[src/rtl/clock_div_pkg.sv]
// Shared definitions for the programmable clock divider: FSM state type and
// the smallest divide ratio that still yields a high and a low phase.
package clock_div_pkg;

  typedef enum logic {
    IDLE = 1'b0,
    RUN  = 1'b1
  } state_t;

  localparam int MIN_DIV = 2;

endpackage

[src/rtl/clock_div_counter.sv]
// Period counter for the clock divider: counts 0..ratio-1, flags the wrap and
// registers the duty-cycle compare and the period-start tick.
module clock_div_counter #(
  parameter int DIV_W = 8
) (
  input  logic             clk,
  input  logic             rst,
  input  logic             active,
  input  logic             run_next,
  input  logic [DIV_W-1:0] ratio,
  input  logic [DIV_W-1:0] ratio_next,
  output logic [DIV_W-1:0] cnt,
  output logic             wrap,
  output logic             out_clk,
  output logic             tick
);

  logic [DIV_W-1:0] cnt_next;
  logic             out_next;
  logic             tick_next;

  // High phase length ceil(n/2), computed without widening.
  function automatic logic [DIV_W-1:0] high_len(input logic [DIV_W-1:0] n);
    return n - (n >> 1);
  endfunction

  assign wrap = active && (cnt == ratio - DIV_W'(1));

  always_comb begin
    cnt_next  = '0;
    out_next  = 1'b0;
    tick_next = 1'b0;
    if (run_next) begin
      cnt_next  = (active && !wrap) ? cnt + DIV_W'(1) : '0;
      out_next  = (cnt_next < high_len(ratio_next));
      tick_next = (cnt_next == '0);
    end
  end

  always_ff @(posedge clk or negedge rst) begin
    if (!rst) begin
      cnt     <= '0;
      out_clk <= 1'b0;
      tick    <= 1'b0;
    end else begin
      cnt     <= cnt_next;
      out_clk <= out_next;
      tick    <= tick_next;
    end
  end

endmodule

[src/rtl/programmable_clock_divider.sv]
// Programmable integer clock divider: IDLE/RUN control, shadow and active
// ratio registers, with ratio changes applied only at period boundaries.
module programmable_clock_divider
  import clock_div_pkg::*;
#(
  parameter int DIV_W       = 8,
  parameter int DEFAULT_DIV = 2
) (
  input  logic             clk,
  input  logic             rst,
  input  logic             en,
  input  logic             load,
  input  logic [DIV_W-1:0] div_ratio,
  output logic             out_clk,
  output logic             tick,
  output logic             running,
  output logic [DIV_W-1:0] cur_div
);

  state_t           state, state_next;
  logic [DIV_W-1:0] n_sh, n_act;
  logic [DIV_W-1:0] sh_next, act_next;
  logic [DIV_W-1:0] cnt;
  logic             wrap;
  logic             update;

  function automatic logic [DIV_W-1:0] clamp_ratio(input logic [DIV_W-1:0] r);
    return (r < DIV_W'(MIN_DIV)) ? DIV_W'(MIN_DIV) : r;
  endfunction

  // A load coinciding with start or boundary takes effect immediately.
  assign sh_next  = load ? clamp_ratio(div_ratio) : n_sh;
  assign update   = (state == IDLE && en) || (wrap && en);
  assign act_next = update ? sh_next : n_act;

  always_comb begin
    state_next = state;
    case (state)
      IDLE:    if (en) state_next = RUN;
      RUN:     if (wrap && !en) state_next = IDLE;
      default: state_next = IDLE;
    endcase
  end

  always_ff @(posedge clk or negedge rst) begin
    if (!rst) begin
      state <= IDLE;
      n_sh  <= DIV_W'(DEFAULT_DIV);
      n_act <= DIV_W'(DEFAULT_DIV);
    end else begin
      state <= state_next;
      n_sh  <= sh_next;
      n_act <= act_next;
    end
  end

  clock_div_counter #(
    .DIV_W(DIV_W)
  ) u_counter (
    .clk       (clk),
    .rst       (rst),
    .active    (state == RUN),
    .run_next  (state_next == RUN),
    .ratio     (n_act),
    .ratio_next(act_next),
    .cnt       (cnt),
    .wrap      (wrap),
    .out_clk   (out_clk),
    .tick      (tick)
  );

  assign running = (state == RUN);
  assign cur_div = n_act;

endmodule

[config.mk]
export PLATFORM = sky130hd
export DESIGN_NAME = programmable_clock_divider
export DESIGN_NICKNAME = d
export VERILOG_FILES = /design/src/rtl/clock_div_pkg.sv /design/src/rtl/clock_div_counter.sv /design/src/rtl/programmable_clock_divider.sv
export SDC_FILE = /design/constraint.sdc
export NUM_CORES = 1
export LEC_CHECK = 0
export CAP_MARGIN = 20
export CORE_MARGIN = 10
export CORE_UTILIZATION = 50
export CTS_CLUSTER_DIAMETER = 100
export DETAILED_ROUTE_END_ITERATION = 6
export GPL_ROUTABILITY_DRIVEN = 0
export PLACE_DENSITY = 0.79
export SLEW_MARGIN = 30
export SYNTH_ARGS = -nofsm -noshare
export SYNTH_HDL_FRONTEND = slang
export SYNTH_SLANG_ARGS = --single-unit
[constraint.sdc]
create_clock -name clk -period 6.25 [get_ports clk]
set_clock_uncertainty 0.05 [all_clocks]
set_input_delay 0.625 -clock clk [delete_from_list [all_inputs] [get_ports clk]]
set_output_delay 0.625 -clock clk [all_outputs]
set_load 0.005 [all_outputs]
# [Yosys cells after proc, flatten, opt, wreduce, memory -nomap -nowiden]
# Cells that the tools add are included.
[totals] register_bits=27 word_cells=32 output_inout_bits=11
[op_classes] bitwise=1 reduce_logical=9 order_cmp=2 eq_ne=1 addsub=3 muxes=10
[ops] operator="8-bit 2-to-1 mux" count=5
[ops] operator="8-bit by 1-bit adder with 8-bit output (second input constant)" count=1
[ops] operator="8-bit equality test" count=1
[ops] operator="8-bit logical NOT" count=1
[ops] operator="8-bit by 2-bit less-than comparator with 1-bit output (second input constant)" count=1
[ops] operator="8-bit less-than comparator" count=1
[ops] operator="8-bit by 1-bit subtractor with 8-bit output (second input constant)" count=1
[ops] operator="8-bit by 7-bit subtractor with 8-bit output" count=1
[ops] operator="1-bit logical AND" count=5
[ops] operator="1-bit 2-to-1 mux" count=4
[ops] operator="1-bit logical NOT" count=2
[ops] operator="1-bit one-hot mux with 2 select lines" count=1
[ops] operator="1-bit logical OR" count=1
[ops] operator="1-bit NOT" count=1

# [Longest topological paths before layout]
# Gate-level depths: netlist of the first run.
[logic_depth] ltp_word=9 mapped_depth=23 ltp_nobuf=22

# [Cells and area by module]
# Synthesis of the first run repeated with hierarchy kept, for this count alone.
[unflattened] cells_unflattened=203 hier_area_um2=1965.6
[modules_own_cells] mod="clock_div_counter" area_per_inst_um2=1248.7 cells_per_inst=152 seq_area_each_um2=250.2 n_inst=1
[modules_own_cells] mod="programmable_clock_divider" area_per_inst_um2=716.9 cells_per_inst=51 seq_area_each_um2=427.9 n_inst=1

# [Worst setup path after synthesis of the first run]
# Ideal clock, no wire load.
[synth_timing] path_type="register to register" startpoint="register n_act[1] (netlist: cur_div[1])" endpoint="register u_counter.out_clk" t_arrival_ps=4458 setup_ps=67 n_path_buf=1 path_slack_ps=1675 path_stages_with_launch=22 synth_period_minus_slack_ps=4575 required_time_ps=6133 cell_sequence="dfstp_2 > inv_1 > ha_1 > xor2_1 > nand4_2 > o41ai_4 > buf_6 > nand2_1 > o21ai_0 > ha_1 > inv_1 > fa_1 > a21oi_1 > nor2_1 > nor2_1 > o21bai_1 > a21oi_1 > xor2_1 > ha_1 > a21o_1 > a2111oi_0 > o311a_1"
[synth_via] elab_chain_len=9 elab_cells_between_ends=15 cone_classes="2 x add/sub; 1 x order compare; 1 x eq/ne; 5 x mux; 6 x reduce/logical"
[synth_lines] element="start, declared" line="programmable_clock_divider.sv:21" text="logic [DIV_W-1:0] n_sh, n_act;"
[synth_lines] element="start signal, assigned" line="programmable_clock_divider.sv:49" text="n_act <= DIV_W'(DEFAULT_DIV);"
[synth_lines] element="start signal, assigned" line="programmable_clock_divider.sv:53" text="n_act <= act_next;"
[synth_lines] element="8-bit by 1-bit subtractor with 8-bit output" line="clock_div_counter.sv:27" text="assign wrap = active && (cnt == ratio - DIV_W'(1));"
[synth_lines] element="8-bit equality test" line="clock_div_counter.sv:27"
[synth_lines] element="1-bit logical AND" line="clock_div_counter.sv:27"
[synth_lines] element="1-bit logical AND" line="programmable_clock_divider.sv:33" text="assign update = (state == IDLE && en) || (wrap && en);"
[synth_lines] element="1-bit logical OR" line="programmable_clock_divider.sv:33"
[synth_lines] element="8-bit 2-to-1 mux *" line="programmable_clock_divider.sv:34" text="assign act_next = update ? sh_next : n_act;"
[synth_lines] element="via act_next[1]" line="programmable_clock_divider.sv:22" text="logic [DIV_W-1:0] sh_next, act_next;"
[synth_lines] element="8-bit by 7-bit subtractor with 8-bit output *" line="clock_div_counter.sv:24" text="return n - (n >> 1);"
[synth_lines] element="8-bit less-than comparator *" line="clock_div_counter.sv:35" text="out_next = (cnt_next < high_len(ratio_next));"
[synth_lines] element="1-bit 2-to-1 mux *" line="clock_div_counter.sv:33" text="if (run_next) begin"
[synth_lines] element="via u_counter.out_next" line="clock_div_counter.sv:19" text="logic out_next;"
[synth_lines] element="end signal, assigned" line="clock_div_counter.sv:47" text="out_clk <= out_next;"
[synth_lines] element="end, declared" line="clock_div_counter.sv:14" text="output logic out_clk,"
# Mark *: on every way through the listed nets, which the timed path passes. The rest lies on a longest branch.

# [Final worst setup path of the first run]
[layout_timing] startpoint="register n_act[0] (netlist: cur_div[0])" endpoint="register u_counter.out_clk"
[layout_via] elab_chain_len=9 elab_cells_between_ends=15 cone_classes="2 x add/sub; 1 x order compare; 1 x eq/ne; 5 x mux; 6 x reduce/logical"
[layout_lines] element="8-bit by 1-bit subtractor with 8-bit output" line="clock_div_counter.sv:27"
[layout_lines] element="8-bit equality test" line="clock_div_counter.sv:27"
[layout_lines] element="1-bit logical AND" line="clock_div_counter.sv:27"
[layout_lines] element="1-bit logical AND" line="programmable_clock_divider.sv:33"
[layout_lines] element="1-bit logical OR" line="programmable_clock_divider.sv:33"
[layout_lines] element="8-bit 2-to-1 mux" line="programmable_clock_divider.sv:34"
[layout_lines] element="via act_next[1]" line="programmable_clock_divider.sv:22"
[layout_lines] element="8-bit by 7-bit subtractor with 8-bit output" line="clock_div_counter.sv:24"
[layout_lines] element="8-bit less-than comparator" line="clock_div_counter.sv:35"
[layout_lines] element="1-bit 2-to-1 mux" line="clock_div_counter.sv:33"
[layout_lines] element="via u_counter.out_next" line="clock_div_counter.sv:19"
# The timed path passes the listed nets, and every way through them passes these cells.

==> summary.log, run 1 <==
qor: cts.cts.repair.resized 0
qor: logic_synthesis.ys_top_cells_by_count sky130_fd_sc_hd__dfrtp_1, sky130_fd_sc_hd__nor2_1, sky130_fd_sc_hd__ha_1, sky130_fd_sc_hd__inv_1, sky130_fd_sc_hd__xor2_1
qor: cts.post-cts-setup-buffers 0
qor: grt.grt_start_max_net_pins 28
qor: grt.first_global_vias 1,390
qor: sta.period_needed 5.26 ns
qor: worst_setup_path.cp.required 6.41 ns
qor: detailed_routing.viasPerCell 5.25
qor: sta.worst_slew_margin_rel 39.8%
qor: final_layout.layout.nets 238
qor: logic_synthesis.synth_top_area_share 33.4%
qor: logic_synthesis.synth_fp_nets 215
qor: sta.max_freq 190 MHz
qor: cts.htree_levels 1
qor: detailed_routing.route.detailed.drc 0
qor: sta.grt_setup_unrepaired false
qor: logic_synthesis.post_synth_instance_area 0.00188 mm^2
qor: worst_setup_path.max_stage_delay 0.80 ns
qor: status.result_of_the_run completed
qor: logic_synthesis.synth_top_area_cell sky130_fd_sc_hd__dfrtp_1
qor: cts.clock_transition_at_the_register_clock_pins_on_the_worst_setup_and_hold_paths_after_cts 0.09 ns
qor: logic_synthesis.post_synthesis_cell_count 186
qor: floorplanning.fp.dieArea 0.00660 mm^2
qor: worst_setup_path.path_class reg -> reg
qor: pwr.power_density 619 mW/mm^2
qor: floorplanning.initial_utilization 51.6%
qor: sta.report.final.setup_viol 0
qor: run.max_cap_violations 0
qor: final_layout.synthToLayoutAreaGrowth 16.1%
qor: sta.final-hold-violation-count 0
qor: cts.cts_inserted_buffers 3
qor: detailed_routing.drt_pre_antenna_iters 4
qor: final_layout.n_antenna_cell 0
qor: logic_synthesis.synth_most_common_cell sky130_fd_sc_hd__dfrtp_1
qor: floorplanning.die-width 81.2 um
qor: pwr.vdd_ir_drop_max 273 uV
qor: cts.cts-root-to-sink-buffers 2
qor: sta.hold_slack 0.453 ns
qor: final_layout.layout-drive-gt1-share 11.1%
qor: logic_synthesis.postSynthRegisterBits 27
qor: place.dp_worst_setup_slack 0.910 ns
qor: logic_synthesis.synth_flop_type sky130_fd_sc_hd__dfrtp_1
qor: worst_setup_path.setup.worst_path.end_class flop
qor: pwr.p_leak 1.01 nW
qor: sta.timing.final.max_slew_violations 0
qor: min_path.hp_class reg -> reg
qor: sta.tightest_slew 0.900 ns
qor: detailed_routing.detail_route.wirelength 3770 um
qor: floorplanning.die_height 81.2 um
qor: floorplanning.rows 22
qor: detailed_routing.drtIter0Drc 61
qor: worst_setup_path.crit_path_cell_trace inv_1 -> ha_1 -> nor3b_2 -> nand2_1 -> xnor2_1 -> o41ai_4 -> nand2_1 -> o21ai_0 -> ha_1 -> inv_1 -> fa_1 -> a21oi_1 -> nor2_1 -> nor2_1 -> o21bai_1 -> a21oi_1 -> xor2_1 -> ha_1 -> nand3_1 -> nor3_1 -> a2111oi_0 -> o311a_1
qor: grt.antenna_found_initial 0
qor: detailed_routing.route.antenna.remaining_nets 0
qor: grt.overflow 0
qor: final_layout.fillerInstances 324
qor: floorplanning.core_region_area 0.00363 mm^2
qor: grt.grt_first_pass_wirelength 6620 um
qor: logic_synthesis.synth.top_cells.by_area sky130_fd_sc_hd__dfrtp_1, sky130_fd_sc_hd__ha_1, sky130_fd_sc_hd__xor2_1
qor: pwr.power.total 1.35 mW
qor: cts.cts.sink_count 27
qor: logic_synthesis.synth-edff-count 0
qor: cts.cts_tree yes
qor: worst_setup_path.timing.critical_path.fanout_max 12
qor: worst_setup_path.crit_arrival 5.42 ns
qor: logic_synthesis.async_reset_ff_share 100%
qor: logic_synthesis.postSynthAreaPerCell 10.1 um^2
qor: worst_setup_path.timing.critical_path.from_type flop
qor: grt.global_route.usage.total 12.3%
qor: sta.setup_total_negative_slack 0 ns
qor: detailed_routing.wl_per_cell 14.7 um
qor: place.portBuffers 22
qor: logic_synthesis.distinct_cell_type_count_of_the_synthesized_netlist 45
qor: cts.clkLatencyLatePin 0.27 ns
qor: logic_synthesis.synth.yosys.seq_area_share 36.2%
qor: worst_setup_path.path_common_cell sky130_fd_sc_hd__ha_1
qor: detailed_routing.routed-via-count 1,345
qor: worst_setup_path.critical_path.slowest_cell sky130_fd_sc_hd__o41ai_4
qor: floorplanning.io-pin-count 23
qor: cts.clk_root_buffer_cell sky130_fd_sc_hd__clkbuf_8
qor: place.dp_hpwl 3060 um
qor: cts.holdBufCountCts 0
qor: sta.timing.final.ws_setup 0.988 ns
qor: logic_synthesis.synth.yosys.warnings 0
qor: sta.layout_worst_path_cycle_share 84.2%
per-layer routing:
| layer | vias to the layer above | part of all wire [%] | track usage [%] |
|---|---|---|---|
| li1 | 687 | - | - |
| met1 | 634 | 45 | 15.8 |
| met2 | 20 | 48 | 20.4 |
| met3 | 4 | 5.1 | 2.65 |
| met4 | 0 | 1.2 | 3.63 |
| met5 | - | 0 | 0 |
worst max-delay path: cells and delay by family (launching register included):
kind	cells	cell delay [ns]
and+or+nand+nor	7	0.86
xor gates and xnor gates	2	0.38
AOI/OAI and AO/OA	7	2.19
buffers and inverters	2	0.17
DFF	1	0.44
adders and majority gates	4	1.12
final timing paths:
check | from | endpoint | slack (ns) | depth (start not counted)
min in group asynchronous | rst | u_counter.cnt[4] | 0.66 | 2
worst min register to register | n_sh[3] | n_sh[3] | 0.45 | 1
worst min-delay path | n_sh[3] | n_sh[3] | 0.45 | 1
max in group asynchronous | rst | cur_div[1] | 5.18 | 2
worst max register to register | cur_div[0] | u_counter.out_clk | 0.99 | 22
worst max-delay path | cur_div[0] | u_counter.out_clk | 0.99 | 22
sequential cells by signal (all words and copies together), names as in the netlist:
name               count
running                1
n_sh                   8
u_counter.tick         1
cur_div                8
u_counter.cnt          8
u_counter.out_clk      1
power breakdown:
part / switching [mW] / internal (mW) / total (mW)
Combinational: 0.492 / 0.443 / 0.935
Sequential: 0.0836 / 0.235 / 0.319
Clock: 0.0513 / 0.0446 / 0.0959
layout make-up:
type | count | area (um^2) | area share (%)
clock inverter | 1 | 5.00 | 0.230
inverter | 16 | 60.1 | 2.76
timing repair buffer | 23 | 228 | 10.5
sequential | 27 | 678 | 31.1
multi-input combinational | 138 | 1110 | 50.8
tap | 48 | 60.1 | 2.76
clock buffer | 3 | 41.3 | 1.90
logic make-up after synthesis:
group	Yosys count	synth area share (%)
simple gates	56	15.2
compound gates	31	13.4
flops	27	36.2
xor+xnor	22	11.8
buf+inv	21	4.87
fa+ha+maj	17	11.7
mux	12	6.80
per-stage QoR:
stage               instances  cell area [um^2]  utilization (%)
finish                    256              2180             60.0
global route              256              2180             60.0
CTS                       256              2180             60.0
detailed placement        252              2130             58.7
global placement          252              2130             58.7
floorplan                 186              1880                -
cells in the final DEF, fill, tap and decap left out, drive strengths merged, types with 2 or more instances in the layout:
cell type      synthesis  layout
a21o                   2       2
a21oi                  7       7
a22o                   2       2
and3                   2       2
clkbuf                 2       3
clkdlybuf4s50          0      22
dfrtp                 25      25
dfstp                  2       2
ha                    16      16
inv                   16      16
mux2                   6       6
mux2i                  6       6
nand2                  8       8
nand2b                 4       4
nand3                  6       6
nand4                  2       2
nor2                  23      23
nor3                   4       4
o211ai                 2       2
o21ai                  7       7
o21bai                 2       2
o41ai                  4       4
xnor2                 10      10
xor2                  11      11
No activity file was read; power rests on OpenSTA's default activity.
==> run 2: changes to the inputs <==
==> constraint.sdc (replaced) <==
create_clock -name clk -period 4.9 [get_ports clk]
set_clock_uncertainty 0.05 [all_clocks]
set_input_delay 0.49 -clock clk [delete_from_list [all_inputs] [get_ports clk]]
set_output_delay 0.49 -clock clk [all_outputs]
set_load 0.005 [all_outputs]
==> summary.log, run 2 (same netlist as run 1, synthesis figures left out) <==
qor: status.result_of_the_run completed
qor: sta.layout_worst_path_cycle_share 94.9%
qor: final_layout.fin_area 0.00231 mm^2
qor: pwr.combinationalPowerShare 71.0%
qor: sta.worst_slew_margin_rel 39.4%
qor: worst_setup_path.max_stage_delay 0.55 ns
qor: sta.tightest_slew 0.907 ns
qor: sta.final-hold-violation-count 0
qor: pwr.p_int 0.999 mW
qor: place.post-place-cells 254
qor: worst_setup_path.timing.reg2reg.worst_path_depth 22
qor: floorplanning.io-pin-count 23
qor: detailed_routing.route.detailed.drc 0
qor: worst_setup_path.critPathLaunch cur_div[1]
qor: worst_setup_path.setup.worst_path.end_class flop
qor: min_path.whs_path_depth 1
qor: floorplanning.die_height 81.2 um
qor: sta.hold_slack 0.466 ns
qor: sta.period_needed 4.65 ns
qor: detailed_routing.routed-via-count 1,415
qor: cts.clock_transition_at_the_register_clock_pins_on_the_worst_setup_and_hold_paths_after_cts 0.10 ns
qor: place.dp_hpwl 2940 um
qor: final_layout.synthToLayoutAreaGrowth 23.3%
qor: sta.grt_setup_unrepaired false
qor: place.dpl-instance-area 0.00215 mm^2
qor: cts.cts.sink_count 27
qor: final_layout.layout-drive-gt1-share 19.0%
qor: worst_setup_path.cp_num_buf_inv 6
qor: pwr.power_frac_clock 7.1%
qor: grt.grt_first_pass_wirelength 6480 um
qor: pwr.switching_power 0.869 mW
qor: cts.cts-root-to-sink-buffers 2
qor: final_layout.n_antenna_cell 0
qor: sta.setup_total_negative_slack 0 ns
qor: worst_setup_path.startpoint_of_the_worst_slack_reg_to_reg_timing_path cur_div[1]
qor: sta.report.final.setup_viol 0
qor: grt.overflow 0
qor: pwr.netSwitchingFraction 46.5%
qor: detailed_routing.wl_per_cell 15.1 um
qor: cts.htree_levels 1
qor: worst_setup_path.timing.critical_path.fanout_max 7
qor: worst_setup_path.path_delay_family compound AO/OA/AOI/OAI gates
qor: grt.global_route.usage.total 12.2%
qor: worst_setup_path.timing.critical_path.from_type flop
qor: grt.antenna_found_initial 0
qor: worst_setup_path.crit_path_cell_trace inv_1 -> ha_1 -> xnor3_1 -> a22o_1 -> o211ai_2 -> o41ai_4 -> buf_6 -> buf_4 -> buf_4 -> mux2i_4 -> inv_1 -> ha_1 -> inv_1 -> nor2_1 -> nor2_2 -> o21bai_1 -> a21oi_1 -> xor2_1 -> ha_1 -> a21o_1 -> a2111oi_2 -> o311a_1
qor: floorplanning.core_region_area 0.00363 mm^2
qor: worst_setup_path.crit_end u_counter.out_clk
qor: pwr.power_density 807 mW/mm^2
qor: pwr.p_leak 1.07 nW
qor: worst_setup_path.path_class reg -> reg
qor: cts.clkLatencyLatePin 0.27 ns
qor: place.dp_worst_setup_slack 0.0122 ns
qor: pwr.sequential_share_of_power 21.9%
qor: sta.max_freq 215 MHz
qor: cts.cts_tree yes
qor: sta.timing.final.max_slew_violations 0
qor: worst_setup_path.critical_path.slowest_cell sky130_fd_sc_hd__dfstp_2
qor: final_layout.layout.nets 246
qor: detailed_routing.viasPerCell 5.36
qor: final_layout.mostFrequentLayoutCell sky130_fd_sc_hd__dfrtp_1
qor: run.max_cap_violations 0
qor: pwr.vdd_ir_drop_max 492 uV
qor: detailed_routing.route.antenna.remaining_nets 0
qor: worst_setup_path.cp.depth 22
qor: worst_setup_path.cp.required 5.07 ns
qor: floorplanning.fp.dieArea 0.00660 mm^2
qor: worst_setup_path.regToRegSetupSlack 0.25 ns
qor: min_path.hp_class reg -> reg
qor: detailed_routing.drtIter0Drc 99
qor: sta.timing.final.ws_setup 0.248 ns
qor: place.portBuffers 22
qor: grt.first_global_vias 1,380
qor: worst_setup_path.rr_endpoint u_counter.out_clk
qor: detailed_routing.drt_pre_antenna_iters 4
qor: floorplanning.rows 22
qor: cts.clk_root_buffer_cell sky130_fd_sc_hd__clkbuf_8
qor: detailed_routing.detail_route.wirelength 3980 um
qor: floorplanning.die-width 81.2 um
qor: grt.grt_start_max_net_pins 28
qor: cts.cts_inserted_buffers 3
qor: final_layout.final_cells 264
qor: worst_setup_path.crit_arrival 4.82 ns
qor: floorplanning.initial_utilization 51.6%
qor: final_layout.layout.cells.most_common_list sky130_fd_sc_hd__dfrtp_1, sky130_fd_sc_hd__nor2_1, sky130_fd_sc_hd__clkdlybuf4s50_1, sky130_fd_sc_hd__inv_1, sky130_fd_sc_hd__ha_1
-- run 2: worst register-to-register path, cell delays in order (launching register included) --
cell                        delay [ns]
sky130_fd_sc_hd__dfstp_2          0.55
sky130_fd_sc_hd__inv_1            0.08
sky130_fd_sc_hd__ha_1             0.21
sky130_fd_sc_hd__xnor3_1          0.38
sky130_fd_sc_hd__a22o_1           0.17
sky130_fd_sc_hd__o211ai_2         0.12
sky130_fd_sc_hd__o41ai_4          0.24
sky130_fd_sc_hd__buf_6            0.18
sky130_fd_sc_hd__buf_4            0.12
sky130_fd_sc_hd__buf_4            0.16
sky130_fd_sc_hd__mux2i_4          0.24
sky130_fd_sc_hd__inv_1            0.07
sky130_fd_sc_hd__ha_1             0.28
sky130_fd_sc_hd__inv_1            0.11
sky130_fd_sc_hd__nor2_1           0.08
sky130_fd_sc_hd__nor2_2           0.11
sky130_fd_sc_hd__o21bai_1         0.07
sky130_fd_sc_hd__a21oi_1          0.17
sky130_fd_sc_hd__xor2_1           0.16
sky130_fd_sc_hd__ha_1             0.27
sky130_fd_sc_hd__a21o_1           0.19
sky130_fd_sc_hd__a2111oi_2        0.35
sky130_fd_sc_hd__o311a_1          0.22
-- run 2: power groups by stage --
stage | sequential, mW | clock, mW | combinational (mW)
global route | 0.420 | 0.145 | 1.49
finish | 0.409 | 0.133 | 1.33
floorplan | 0.373 | 0 | 0.928
detailed placement | 0.407 | 0 | 1.19
CTS | 0.403 | 0.136 | 1.24
global placement | 0.405 | 0 | 1.16
-- run 2: layer usage --
layer  track usage, %  wire (um)  up-vias
met5                0          0        -
met4             3.98         74        0
met3             2.21        198        6
met2             19.7       1950       26
met1             16.2       1760      674
li1                 -          -      709
-- run 2: per-stage QoR --
stage | power [mW] | util, %
final | 1.87 | 63.7
after global routing | 2.05 | 63.7
after CTS | 1.78 | 61.6
after detailed placement | 1.60 | 59.1
after global placement | 1.56 | 59.1
after floorplan | 1.30 | -
-- run 2: cell type report --
cell class                 instances  area (um^2)
multi-input combinational        138         1170
timing repair buffer              31          292
clock buffer                       3         41.3
sequential                        27          678
fill                             294         1320
tap                               48         60.1
clock inverter                     1         7.51
inverter                          16         60.1
-- run 2: worst min-delay path by stage --
| stage | start | endpoint | slack (ns) |
|---|---|---|---|
| after global routing | n_sh[4] | n_sh[4] | 0.48 |
| final | n_sh[7] | n_sh[7] | 0.47 |
| after detailed placement | n_sh[2] | n_sh[2] | 0.44 |
| after global placement | n_sh[2] | n_sh[2] | 0.43 |
| after floorplan | rst | cur_div[0] | 0.14 |
| after CTS | n_sh[3] | n_sh[3] | 0.46 |
-- run 2: repair_timing --
action	4_1_cts	5_1_grt
pin swaps	4	3
hold endpoints to repair	0	0
hold buffers	0	0
setup buffers	4	2
endpoints found under the setup margin	1	1
gates resized for setup	4	13
